<file path="src/rtl/paillier_task_scheduler.sv">
// Round-robin task dispatcher for the Paillier engine array, with a back-pressured completion stream.
// Optional per-engine watchdog: define PAILLIER_SCHED_TIMEOUT_EN.
module paillier_task_scheduler #(
  parameter int BLOCK_COUNT    = 18,
  parameter int TAG_W          = 8,
  parameter int JOB_W          = 16,
  parameter int TIMEOUT_CYCLES = 65535,
  localparam int IDX_W = (BLOCK_COUNT > 1) ? $clog2(BLOCK_COUNT) : 1
) (
  input  logic                     clk,
  input  logic                     rst,
  input  logic                     job_start,
  input  logic [JOB_W-1:0]         job_len,
  output logic                     job_busy,
  output logic                     job_finished,
  input  logic                     req_valid,
  output logic                     req_ready,
  input  logic [1:0]               req_cmd,
  input  logic [TAG_W-1:0]         req_tag,
  output logic                     grant_valid,
  output logic [IDX_W-1:0]         grant_idx,
  output logic [TAG_W-1:0]         grant_tag,
  output logic [BLOCK_COUNT-1:0]   task_req,
  output logic [2*BLOCK_COUNT-1:0] task_cmd,
  input  logic [BLOCK_COUNT-1:0]   task_end,
  output logic [BLOCK_COUNT-1:0]   engine_busy,
  output logic                     done_valid,
  output logic [IDX_W-1:0]         done_idx,
  output logic [TAG_W-1:0]         done_tag,
  input  logic                     done_ready,
  output logic                     timeout_err,
  output logic [IDX_W-1:0]         timeout_idx
);

  typedef enum logic [1:0] {ST_IDLE = 2'd0, ST_BUSY = 2'd1, ST_PEND = 2'd2} eng_state_t;

  eng_state_t       state_q [BLOCK_COUNT];
  eng_state_t       state_d [BLOCK_COUNT];
  logic [1:0]       cmd_q   [BLOCK_COUNT];
  logic [1:0]       cmd_d   [BLOCK_COUNT];
  logic [TAG_W-1:0] tag_q   [BLOCK_COUNT];
  logic [TAG_W-1:0] tag_d   [BLOCK_COUNT];

  logic [JOB_W-1:0] job_len_q, job_len_d, issued_cnt_q, issued_cnt_d, done_cnt_q, done_cnt_d;
  logic             job_busy_q, job_busy_d, job_finished_q, job_finished_d;
  logic [IDX_W-1:0] grant_ptr_q, grant_ptr_d, done_ptr_q, done_ptr_d;
  logic             grant_valid_q, grant_valid_d;
  logic [IDX_W-1:0] grant_idx_q, grant_idx_d;
  logic [TAG_W-1:0] grant_tag_q, grant_tag_d;
  logic [BLOCK_COUNT-1:0] task_req_q, task_req_d;
  logic             done_hold_q, done_hold_d;
  logic [IDX_W-1:0] done_sel_q, done_sel_d;

  logic             any_idle, any_pend, job_start_acc, accept, pop;
  logic [IDX_W-1:0] grant_sel, pend_sel;
  logic [BLOCK_COUNT-1:0] timeout_hit;

  function automatic int wrap_add(int base, int off);
    int s = base + off;
    return (s >= BLOCK_COUNT) ? s - BLOCK_COUNT : s;
  endfunction

  function automatic logic [IDX_W-1:0] next_idx(logic [IDX_W-1:0] i);
    return (int'(i) == BLOCK_COUNT - 1) ? '0 : i + 1'b1;
  endfunction

  // Two independent round-robin searches: idle engines for grants, pending engines for completions.
  always_comb begin
    any_idle  = 1'b0;
    grant_sel = '0;
    any_pend  = 1'b0;
    pend_sel  = '0;
    for (int k = 0; k < BLOCK_COUNT; k++) begin
      if (!any_idle && state_q[wrap_add(int'(grant_ptr_q), k)] == ST_IDLE) begin
        any_idle  = 1'b1;
        grant_sel = IDX_W'(wrap_add(int'(grant_ptr_q), k));
      end
      if (!any_pend && state_q[wrap_add(int'(done_ptr_q), k)] == ST_PEND) begin
        any_pend = 1'b1;
        pend_sel = IDX_W'(wrap_add(int'(done_ptr_q), k));
      end
    end
  end

  // A stalled completion keeps its index even if newer engines enter PEND ahead of it.
  assign done_valid = any_pend;
  assign done_idx   = done_hold_q ? done_sel_q : pend_sel;
  assign done_tag   = tag_q[done_idx];
  assign req_ready  = job_busy_q & (issued_cnt_q < job_len_q) & any_idle;

  always_comb begin
    job_start_acc  = job_start & ~job_busy_q;
    accept         = req_valid & req_ready;
    pop            = done_valid & done_ready;
    job_len_d      = job_len_q;
    issued_cnt_d   = issued_cnt_q;
    done_cnt_d     = done_cnt_q;
    job_busy_d     = job_busy_q;
    job_finished_d = job_finished_q;
    if (job_start_acc) begin
      job_len_d      = job_len;
      issued_cnt_d   = '0;
      done_cnt_d     = '0;
      job_busy_d     = (job_len != '0);
      job_finished_d = (job_len == '0);
    end else begin
      if (accept) issued_cnt_d = issued_cnt_q + JOB_W'(1);
      if (pop && job_busy_q) begin
        done_cnt_d = done_cnt_q + JOB_W'(1);
        if (done_cnt_q + JOB_W'(1) == job_len_q) begin
          job_finished_d = 1'b1;
          job_busy_d     = 1'b0;
        end
      end
    end

    grant_valid_d = accept;
    grant_idx_d   = grant_idx_q;
    grant_tag_d   = grant_tag_q;
    grant_ptr_d   = grant_ptr_q;
    task_req_d    = '0;
    if (accept) begin
      grant_idx_d = grant_sel;
      grant_tag_d = req_tag;
      grant_ptr_d = next_idx(grant_sel);
    end
    done_ptr_d  = pop ? next_idx(done_idx) : done_ptr_q;
    done_hold_d = done_valid & ~done_ready;
    done_sel_d  = done_idx;

    for (int i = 0; i < BLOCK_COUNT; i++) begin
      state_d[i] = state_q[i];
      cmd_d[i]   = cmd_q[i];
      tag_d[i]   = tag_q[i];
      case (state_q[i])
        ST_IDLE: if (accept && grant_sel == IDX_W'(i)) begin
          state_d[i]    = ST_BUSY;
          cmd_d[i]      = req_cmd;
          tag_d[i]      = req_tag;
          task_req_d[i] = 1'b1;
        end
        ST_BUSY: if (task_end[i] || timeout_hit[i]) state_d[i] = ST_PEND;
        ST_PEND: if (pop && done_idx == IDX_W'(i)) state_d[i] = ST_IDLE;
        default: state_d[i] = ST_IDLE;
      endcase
    end
  end

  always_ff @(posedge clk) begin
    if (rst) begin
      job_len_q      <= '0;
      issued_cnt_q   <= '0;
      done_cnt_q     <= '0;
      job_busy_q     <= 1'b0;
      job_finished_q <= 1'b0;
      grant_ptr_q    <= '0;
      done_ptr_q     <= '0;
      grant_valid_q  <= 1'b0;
      grant_idx_q    <= '0;
      grant_tag_q    <= '0;
      task_req_q     <= '0;
      done_hold_q    <= 1'b0;
      done_sel_q     <= '0;
      for (int i = 0; i < BLOCK_COUNT; i++) begin
        state_q[i] <= ST_IDLE;
        cmd_q[i]   <= '0;
        tag_q[i]   <= '0;
      end
    end else begin
      job_len_q      <= job_len_d;
      issued_cnt_q   <= issued_cnt_d;
      done_cnt_q     <= done_cnt_d;
      job_busy_q     <= job_busy_d;
      job_finished_q <= job_finished_d;
      grant_ptr_q    <= grant_ptr_d;
      done_ptr_q     <= done_ptr_d;
      grant_valid_q  <= grant_valid_d;
      grant_idx_q    <= grant_idx_d;
      grant_tag_q    <= grant_tag_d;
      task_req_q     <= task_req_d;
      done_hold_q    <= done_hold_d;
      done_sel_q     <= done_sel_d;
      for (int i = 0; i < BLOCK_COUNT; i++) begin
        state_q[i] <= state_d[i];
        cmd_q[i]   <= cmd_d[i];
        tag_q[i]   <= tag_d[i];
      end
    end
  end

  assign job_busy     = job_busy_q;
  assign job_finished = job_finished_q;
  assign grant_valid  = grant_valid_q;
  assign grant_idx    = grant_idx_q;
  assign grant_tag    = grant_tag_q;
  assign task_req     = task_req_q;

  generate
    for (genvar gi = 0; gi < BLOCK_COUNT; gi++) begin : g_eng
      assign task_cmd[2*gi +: 2] = cmd_q[gi];
      assign engine_busy[gi]     = (state_q[gi] != ST_IDLE);
    end
  endgenerate

`ifdef PAILLIER_SCHED_TIMEOUT_EN
  localparam int TO_W = $clog2(TIMEOUT_CYCLES + 1);

  logic             timeout_err_q, timeout_err_d;
  logic [IDX_W-1:0] timeout_idx_q, timeout_idx_d;

  generate
    for (genvar gi = 0; gi < BLOCK_COUNT; gi++) begin : g_to
      logic [TO_W-1:0] cnt_q, cnt_d;
      assign cnt_d           = (state_q[gi] == ST_BUSY) ? cnt_q + 1'b1 : '0;
      assign timeout_hit[gi] = (state_q[gi] == ST_BUSY) && (cnt_q == TO_W'(TIMEOUT_CYCLES - 1));
      always_ff @(posedge clk) begin
        if (rst) cnt_q <= '0;
        else     cnt_q <= cnt_d;
      end
    end
  endgenerate

  // Only the first watchdog event of a job is recorded.
  always_comb begin
    timeout_err_d = timeout_err_q;
    timeout_idx_d = timeout_idx_q;
    if (job_start_acc) begin
      timeout_err_d = 1'b0;
      timeout_idx_d = '0;
    end else if (!timeout_err_q && |timeout_hit) begin
      timeout_err_d = 1'b1;
      for (int i = BLOCK_COUNT - 1; i >= 0; i--) begin
        if (timeout_hit[i]) timeout_idx_d = IDX_W'(i);
      end
    end
  end

  always_ff @(posedge clk) begin
    if (rst) begin
      timeout_err_q <= 1'b0;
      timeout_idx_q <= '0;
    end else begin
      timeout_err_q <= timeout_err_d;
      timeout_idx_q <= timeout_idx_d;
    end
  end

  assign timeout_err = timeout_err_q;
  assign timeout_idx = timeout_idx_q;
`else
  assign timeout_hit = '0;
  assign timeout_err = 1'b0;
  assign timeout_idx = '0;
`endif

endmodule

</file>
<file path="config.mk">
export PLATFORM = sky130hd
export DESIGN_NAME = paillier_task_scheduler
export DESIGN_NICKNAME = d
export VERILOG_FILES = /design/src/rtl/paillier_task_scheduler.sv
export SDC_FILE = /design/constraint.sdc
export NUM_CORES = 1
export LEC_CHECK = 0
export CAP_MARGIN = 40
export CELL_PAD_IN_SITES_DETAIL_PLACEMENT = 1
export CELL_PAD_IN_SITES_GLOBAL_PLACEMENT = 1
export CORE_ASPECT_RATIO = 0.5
export CORE_MARGIN = 2
export CORE_UTILIZATION = 42
export CTS_CLUSTER_DIAMETER = 30
export DETAILED_ROUTE_END_ITERATION = 16
export PLACE_DENSITY_LB_ADDON = 0.1
export RECOVER_POWER = 25
export SETUP_SLACK_MARGIN = 0.02
export SKIP_CTS_REPAIR_TIMING = 1
export SLEW_MARGIN = 20
export SYNTH_ARGS = -nofsm -noshare
export SYNTH_HDL_FRONTEND = slang
export SYNTH_SLANG_ARGS = --single-unit
</file>
<file path="constraint.sdc">
create_clock -name clk -period 7.2 [get_ports clk]
set_input_delay 1.44 -clock clk [delete_from_list [all_inputs] [get_ports clk]]
set_output_delay 1.44 -clock clk [all_outputs]
set_load 0.02 [all_outputs]
</file>
# ---- Yosys cells after proc, flatten, opt, wreduce, memory -nomap -nowiden
# Memory sizes are Yosys's and may differ from the RTL's.
# Cells that the tools add are included.
dict set report op_classes {
  add_sub_neg 74
  n_lt_le_gt_ge 37
  n_eq_ne 127
  mux 336
  bitwise 80
  n_reduce_logical 203
}
# op count
set ops {}
lappend ops {{8-bit 2-to-1 mux} 54}
lappend ops {{5-bit 2-to-1 mux} 75}
lappend ops {{2-bit 2-to-1 mux} 126}
lappend ops {{6-bit by 5-bit >= comparator with 1-bit output, second input constant} 34}
lappend ops {{5-bit subtractor, second input constant} 36}
lappend ops {{2-bit one-hot mux with 3 select lines} 18}
lappend ops {{5-bit by 4-bit adder with 6-bit output, second input constant} 16}
lappend ops {{5-bit by 4-bit == test with 1-bit output, second input constant} 16}
lappend ops {{2-bit == test, second input constant} 36}
lappend ops {{2-bit logical NOT} 36}
lappend ops {{1-bit logical AND} 71}
lappend ops {{1-bit 2-to-1 mux} 63}
lappend ops {{1-bit bitwise OR} 54}
lappend ops {{3-bit AND reduction} 18}
lappend ops {{5-bit by 3-bit adder with 6-bit output, second input constant} 8}
lappend ops {{5-bit by 3-bit == test with 1-bit output, second input constant} 8}
lappend ops {{2-bit nonzero test} 20}
lappend ops {{2-bit OR reduction} 19}
lappend ops {{2-bit by 1-bit == test with 1-bit output, second input constant} 18}
lappend ops {{2-bit != test, second input constant} 18}
lappend ops {{1-bit logical NOT} 34}
lappend ops {{16-bit by 1-bit adder with 16-bit output, second input constant} 2}
lappend ops {{5-bit == test, second input constant} 6}
lappend ops {{5-bit by 2-bit adder with 6-bit output, second input constant} 4}
lappend ops {{15 further kinds} 67}
dict set report word_totals {
  regBits 98
  ramBits 216
  inputBits 49
  memories 3
}
# name words word_bits read_ports rd_ports_with_merged_regs write_ports line_no
set memory_table {}
lappend memory_table {tag_q 18 8 1 0 18 41} ;# logic [TAG_W-1:0] tag_q [BLOCK_COUNT];
lappend memory_table {cmd_q 18 2 18 0 18 39} ;# logic [1:0] cmd_q [BLOCK_COUNT];
lappend memory_table {state_q 18 2 54 0 18 37} ;# eng_state_t state_q [BLOCK_COUNT];

# ---- Depth between registers and ports, before layout
# Gate-level depths: netlist of the first run.
# An unclocked memory read counts as a cell.
dict set report logic_depth {
  word_depth 62
  depth_mapped 29
  ltp_nobuf 22
}

# ---- Worst setup path before layout of the first run
# No wires, ideal clock.
dict set report synth_timing {
  path_type {flip-flop to output port}
  start {reg done_ptr_q[2]}
  end {out done_tag[0]}
  arrival_ns 6.320
  required_ns 5.760
  slack_ns -0.560
  stages_incl_launch_ff 28
  n_path_buf 9
  path_cell_list {dfxtp_1 -> buf_2 -> clkbuf_1 -> inv_1 -> clkbuf_1 -> ha_1 -> clkbuf_1 -> clkbuf_1 -> a21bo_2 -> buf_2 -> a21oi_1 -> nand2_1 -> a2bb2oi_2 -> mux2i_1 -> mux4_2 -> mux2i_1 -> buf_2 -> o211ai_1 -> mux2_2 -> a211o_1 -> a21oi_1 -> or2_1 -> buf_4 -> inv_2 -> buf_2 -> nand3_1 -> o22ai_1 -> nor4_1}
}
dict set report synth_via {
  elab_chain_cells 58
  elab_cells_between_ends 161
}
# item line_no
set synth_rtl {}
lappend synth_rtl {{start, declared} 46} ;# logic [IDX_W-1:0] grant_ptr_q, grant_ptr_d, done_ptr_q, done_ptr_d;
lappend synth_rtl {{start signal, assigned} 176} ;# done_ptr_q <= done_ptr_d;
lappend synth_rtl {{parallel branches: the longest is 55 deep, another holds 5-bit by 1-bit adder with 6-bit output} --}
lappend synth_rtl {{5-bit 2-to-1 mux *} 78} ;# if (!any_pend && state_q[wrap_add(int'(done_ptr_q), k)] == ST_PEND) begin
lappend synth_rtl {{5-bit 2-to-1 mux *} 87} ;# assign done_idx = done_hold_q ? done_sel_q : pend_sel;
lappend synth_rtl {{named net done_idx[2]} 28} ;# output logic [IDX_W-1:0] done_idx,
lappend synth_rtl {{memory 18 x 8 bit *} --}
lappend synth_rtl {{end, declared} 29} ;# output logic [TAG_W-1:0] done_tag,
# Mark *: on every way through the listed nets, which the timed path passes.

# ---- Worst setup path after layout of the first run
dict set report layout_timing {
  start {reg done_ptr_q[0]}
  end {out done_tag[6]}
}
dict set report layout_via {
  elab_chain_cells 58
  elab_cells_between_ends 161
}
# item line_no
set layout_rtl {}
lappend layout_rtl {{parallel branches: the longest is 55 deep, another holds 5-bit by 1-bit adder with 6-bit output} --}
lappend layout_rtl {{5-bit 2-to-1 mux *} 78}
lappend layout_rtl {{5-bit 2-to-1 mux *} 87}
lappend layout_rtl {{memory 18 x 8 bit *} --}
# Every way passes the cells marked *.

==> impl_metrics.csv, run 1 <==
group,metric,value,unit
outcome,outcome,"complete, but fails checks",
outcome,violations,"capacitance limit, slew limit, setup timing",
grt,grt_pass1_wl,212700,um
logic_synthesis,seq_area_frac_synth,26.97,%
logic_synthesis,async_reset_ff_share,0,%
timing,worst_slack,-371.2,ps
clock_tree,cts_root_buf,"clkbuf_16",
drt,ant_nets,0,
timing,worst_pin_slew,3669,ps
power_and_ir_drop,p_total,18.71,mW
worst_setup_path,critical_path_buf_inv_count,10,
final_layout,seqCellArea,0.007747,mm2
clock_tree,cts_tree,"built",
final_layout,multi_input_area,0.02123,mm2
logic_synthesis,synth-compound-area-share,25.65,%
floorplan,core_area,0.06723,mm2
timing,setup-tns-final,-4377,ps
power_and_ir_drop,power.density,483.5,mW/mm2
logic_synthesis,synth_top_area_share,15.09,%
logic_synthesis,syn_area,0.02865,mm2
logic_synthesis,synth_largest_area_cell,"edfxtp_1",
floorplan,die_x,373.4,um
logic_synthesis,synthFlopType,"dfxtp_1",
timing,skew,80.32,ps
drt,drt-vias-per-instance,6.679,
logic_synthesis,synth_mux_area_share,8.555,%
final_layout,fill_cells,7840,
logic_synthesis,yosysWarnings,0,
worst_setup_path,critPathMostFrequentCell,"buf_6",
logic_synthesis,ys_types,114,
drt,vias,33461,
worst_setup_path,crit_path_top_delay_cell,"nor4_4",
clock_tree,path_clk_slew,50,ps
logic_synthesis,syn_area_per_cell,8.188,um2
floorplan,die_h,188.7,um
clock_tree,clkSinkCount,314,
clock_tree,cts_buffers,59,
grt,track_usage,39.42,%
drt,drtIter0Drc,3880,
power_and_ir_drop,irDropWorstVdd,453.1,uV
drt,first_pass_iters,6,
worst_setup_path,critPathArrivalTime,6130,ps
logic_synthesis,yosys-top-cells-count,"nand2_1, nor2_1, a21oi_1",
timing,max_freq,132.1,MHz
placement,place_hpwl,110700,um
drt,route.detailed.drc,0,
floorplan,rows,67,
worst_setup_path,crit_type,"reg2out",
hold_path,worstHoldPathType,"reg2reg",
clock_tree,cts_htree_levels,2,
grt,grt_pass1_vias,32476,
logic_synthesis,synth_top_family_by_area,"simple AND/OR/NAND/NOR gates",
logic_synthesis,synth_cells,3499,
timing,finalHoldViolCount,0,
worst_setup_path,required,5760,ps
worst_setup_path,cp-end-kind,"primary output",
floorplan,dieArea,0.07045,mm2
power_and_ir_drop,p_leak,15.66,nW
placement,gp_congestion,1.030,
placement,port_buffers,151,
timing,rsz0062_at_grt,"yes",
final_layout,post_route_cells_drive_above_1_share,26.98,%
logic_synthesis,synth_fa_ha_area_share,3.668,%
worst_setup_path,critPathTopFamily,"simple AND/OR/NAND/NOR gates",
floorplan,ios,158,
worst_setup_path,crit_path_max_fanout,8,
logic_synthesis,synth_edf_count,144,
logic_synthesis,synthSimpleGateAreaFrac,26.21,%
drt,detail_route.wl_per_cell,30.77,um
logic_synthesis,synth-seq-cells,314,
timing,slew_violations,139,
clock_tree,cts_buffer_depth,3,
grt,grt_max_degree,83,
clock_tree,clock_latency,680,ps
timing,period_needed,7571,ps
timing,relSlewSlack,-144.6,%
drt,routed_wl,154200,um
grt,overflow,0,
run,maxCapViolCount,2,
timing,setup_violations,31,
worst_setup_path,slowest_delay,420,ps
timing,post-route-period-util,105.2,%
logic_synthesis,synthXorXnorAreaFrac,4.302,%
grt,antenna_found_initial,10,
floorplan,initial_core_util,42.61,%
logic_synthesis,yosys-top-cells-area,"edfxtp_1, dfxtp_1, mux2i_1",
logic_synthesis,synth_most_common_cell,"nand2_1",
worst_setup_path,critPathLaunchType,"flip-flop",
final_layout,fin_nets,4195,
final_layout,finalCoreUtilization,57.56,%
final_layout,areaGrowthSynthToFinish,35.06,%
final cells by class:
type,count,area share [%]
Clock inverter,42,1.439
Antenna cell,2,0.01293
Multi-Input combinational cell,2870,54.85
Tap cell,897,2.900
Timing Repair Buffer,725,15.77
Clock buffer,68,4.035
Sequential cell,314,20.02
Inverter,92,0.9636
registers in the layout (all words and copies together) (netlist names), 5 cells and up:
name / flops
cmd_q: 36
done_cnt_q: 16
done_ptr_q: 5
done_sel_q: 5
grant_idx: 5
grant_ptr_q: 5
grant_tag: 8
issued_cnt_q: 16
job_len_q: 16
state_q: 36
tag_q: 144
task_req: 18
routing by layer:
metal	track usage (%)	vias up	part of all wire [%]
met1	50.34	16725	40
met3	6.882	551	8.7
met5	0	-	0.052
met4	17.46	14	6.1
met2	65.48	1874	46
li1	-	14297	-
worst reg2reg max path, delay by kind of cell (launching register included):
| family | cells | cell delay [ps] |
|---|---|---|
| AND/OR/NAND/NOR | 7 | 2690 |
| buffers and inverters | 7 | 1730 |
| AO/OA/AOI/OAI | 6 | 1580 |
| adder cells (fa/ha/maj) | 2 | 770 |
| flip-flops | 1 | 480 |
metrics by stage:
stage	worst slack, ps	instances	area [um2]	hold WS [ps]
after floorplan	7.346	3504	28820	436.3
after global placement	-230.1	4826	34380	447.6
after detailed placement	-380.1	4837	34480	450.4
after CTS	-1124	4947	36600	460.7
after global routing	-438.7	5009	38690	486.8
final	-371.2	5010	38700	454.3
cells in the final DEF (no fill, tap or decap), types with 42 or more instances in the layout:
cell type,Yosys,layout
and2_1,179,174
nand2b_1,85,82
dlygate4sd3_1,0,86
mux2i_1,129,117
clkdlybuf4s50_1,0,52
dfxtp_1,170,164
a21oi_1,225,198
o21ai_0,151,137
nor3_1,104,77
nor2b_1,54,49
nor2_1,244,234
nand3_1,102,90
nand2_1,327,326
a31oi_1,48,42
o211ai_1,54,54
inv_1,81,76
edfxtp_1,144,144
xnor2_1,104,97
a211oi_1,54,42
buf_4,10,529
a21o_1,51,51
ha_1,84,70
clkbuf_16,0,61
power breakdown:
group	internal [mW]	switching, mW
registers	1.94	0.0619
clock network	1.88	1.17
logic	5.85	7.81
worst paths after layout:
kind | startpoint | endpoint | slack [ps] | depth (start not counted)
max | done_ptr_q[0] | done_tag[6] | -370 | 26
min | grant_tag[1] | grant_tag[1] | 450 | 2
max reg2reg | grant_ptr_q[0] | tag_q[13][6] | -280 | 22
min reg2reg | grant_tag[1] | grant_tag[1] | 450 | 2
kinds of logic after synthesis:
kind of cell             after synthesis
flip-flops                           314
buffers and inverters                320
AND/OR/NAND/NOR                     1406
AO/OA/AOI/OAI                       1037
other                                  1
XOR/XNOR                             139
multiplexers                         198
adder cells (fa/ha/maj)               84
(Power assumes the default switching activity.)
==> inputs of run 2 (changes only) <==
- CORE_MARGIN: 2 -> not set
- SKIP_CTS_REPAIR_TIMING: 1 -> not set
==> impl_metrics.csv, run 2 (synthesized netlist as in run 1, its figures left out) <==
group,metric,value,unit
grt,overflow,0,
timing,skew,82.14,ps
hold_path,worstHoldPathType,"reg2reg",
clock_tree,cts_buffer_depth,3,
outcome,violations,"setup timing",
worst_setup_path,slowest_delay,490,ps
timing,period_needed,7357,ps
outcome,outcome,"complete, but fails checks",
final_layout,final_cell_mix,"buf_4, nand2_1, nor2_1",
final_layout,layout_commonest_cell,"buf_4",
final_layout,top_register,"tag_q",
grt,grt_max_degree,82,
clock_tree,cts_buffers,57,
worst_setup_path,crit_path_top_delay_cell,"or3_4",
drt,drt-vias-per-instance,6.671,
floorplan,core_area,0.06723,mm2
worst_setup_path,critPathArrivalTime,5920,ps
final_layout,post_route_cells_drive_above_1_share,29.54,%
grt,track_usage,40.90,%
grt,grt_pass1_wl,216300,um
clock_tree,clkSinkCount,314,
clock_tree,cts_root_buf,"clkbuf_16",
drt,detail_route.wl_per_cell,30.32,um
drt,drtIter0Drc,3231,
final_layout,areaGrowthSynthToFinish,38.51,%
worst_setup_path,crit_path_max_fanout,9,
floorplan,die_h,186.7,um
timing,setup-tns-final,-505.4,ps
timing,rsz0062_at_grt,"yes",
timing,setup_violations,8,
drt,route.detailed.drc,0,
worst_setup_path,critPathMostFrequentCell,"buf_4",
final_layout,top_regs,"tag_q: 144 flops, cmd_q: 36 flops, state_q: 36 flops",
drt,ant_nets,0,
timing,fin_hold_ws,452.3,ps
drt,vias,33748,
drt,routed_wl,153400,um
floorplan,rows,67,
timing,relSlewSlack,13.14,%
power_and_ir_drop,irDropWorstVdd,429.0,uV
final_layout,fin_nets,4244,
floorplan,ios,158,
worst_setup_path,critPathLaunchType,"flip-flop",
floorplan,dieArea,0.06933,mm2
floorplan,die_x,371.4,um
power_and_ir_drop,p_leak,16.04,nW
placement,port_buffers,151,
clock_tree,cts_htree_levels,2,
timing,max_freq,135.9,MHz
placement,place_hpwl,108400,um
clock_tree,clock_latency,660,ps
worst_setup_path,required,5760,ps
final_layout,fill_cells,7746,
timing,slew_violations,0,
floorplan,initial_core_util,42.61,%
drt,first_pass_iters,5,
worst_setup_path,critical_path_buf_inv_count,12,
timing,finalHoldViolCount,0,
timing,worst_pin_slew,1303,ps
clock_tree,path_clk_slew,60,ps
final_layout,largest_reg_flops,144,
worst_setup_path,critPathTopFamily,"buffers and inverters",
clock_tree,cts_tree,"built",
timing,worst_slack,-156.6,ps
power_and_ir_drop,power.density,493.7,mW/mm2
worst_setup_path,cp-end-kind,"primary output",
timing,post-route-period-util,102.2,%
placement,gp_congestion,1.038,
grt,grt_pass1_vias,33436,
run,maxCapViolCount,0,
worst_setup_path,crit_type,"reg2out",
grt,antenna_found_initial,6,
## run 2: worst reg2reg max path, stage by stage (launching register included)
cell        delay [ps]
dfxtp_2            450
clkinvlp_4         280
ha_2               450
or2_1              300
o32ai_1            320
a32o_2             350
mux2i_1            210
nor4_1              70
buf_4              170
o41ai_4            470
nand3_2            240
or4b_2             780
a211oi_1           320
a41o_1             180
nor4_1              90
a22o_1             250
inv_1              110
ha_1               230
inv_1              110
nor3_1             260
ha_1               240
a31oi_1            250
inv_1              460
## run 2: final timing paths
| path | startpoint | to | slack (ps) | cells past startpoint |
|---|---|---|---|---|
| max | done_ptr_q[4] | done_tag[6] | -160 | 26 |
| min | grant_tag[1] | grant_tag[1] | 450 | 2 |
| max reg2reg | grant_ptr_q[0] | tag_q[15][7] | 150 | 22 |
| min reg2reg | grant_tag[1] | grant_tag[1] | 450 | 2 |
## run 2: power breakdown
part / total (mW) / internal, mW / leakage [nW] / switching, mW
clock network: 2.81 / 1.62 / 0.949 / 1.18
registers: 1.99 / 1.94 / 2.87 / 0.0569
logic: 14.8 / 6.48 / 12.2 / 8.32
## run 2: what timing repair did
action                                  CTS  global route
endpoints found under the setup margin   14            80
pin swaps                                56            75
cloned                                    3             1
buffers inserted                         36            47
hold buffers                              0             0
resized for setup                       323           194
## run 2: metrics by stage
stage                     power (mW)  util [%]  cells  setup WS [ps]  area (um2)
after floorplan                7.932         -   3504          7.346       28820
after global placement         12.92     51.44   4848         -325.3       34580
after detailed placement       13.12     51.62   4857         -398.3       34710
after CTS                      17.57     57.04   5003          10.01       38350
after global routing           20.05     59.01   5057         -249.7       39680
final                          19.59     59.02   5059         -156.6       39680
## run 2: final cells by class
cell class                      instances  area (um2)  share of cell area (%)
Clock inverter                         46       471.7                   1.189
Timing Repair Buffer                  776        6711                   16.91
Sequential cell                       314        7745                   19.52
Multi-Input combinational cell       2870       21740                   54.78
Clock buffer                           62        1496                   3.771
Antenna cell                            2       5.005                 0.01261
Inverter                               92       390.4                  0.9838
Tap cell                              897        1122                   2.828
## run 2: layer usage
layer	up-vias	wire (um)	part of all wire (%)	track usage, %
met5	-	26	0.017	0
met2	1925	70410	46	66.90
met1	16861	60120	39	51.70
met3	561	12850	8.4	6.225
li1	14395	-	-	-
met4	6	9987	6.5	22.29
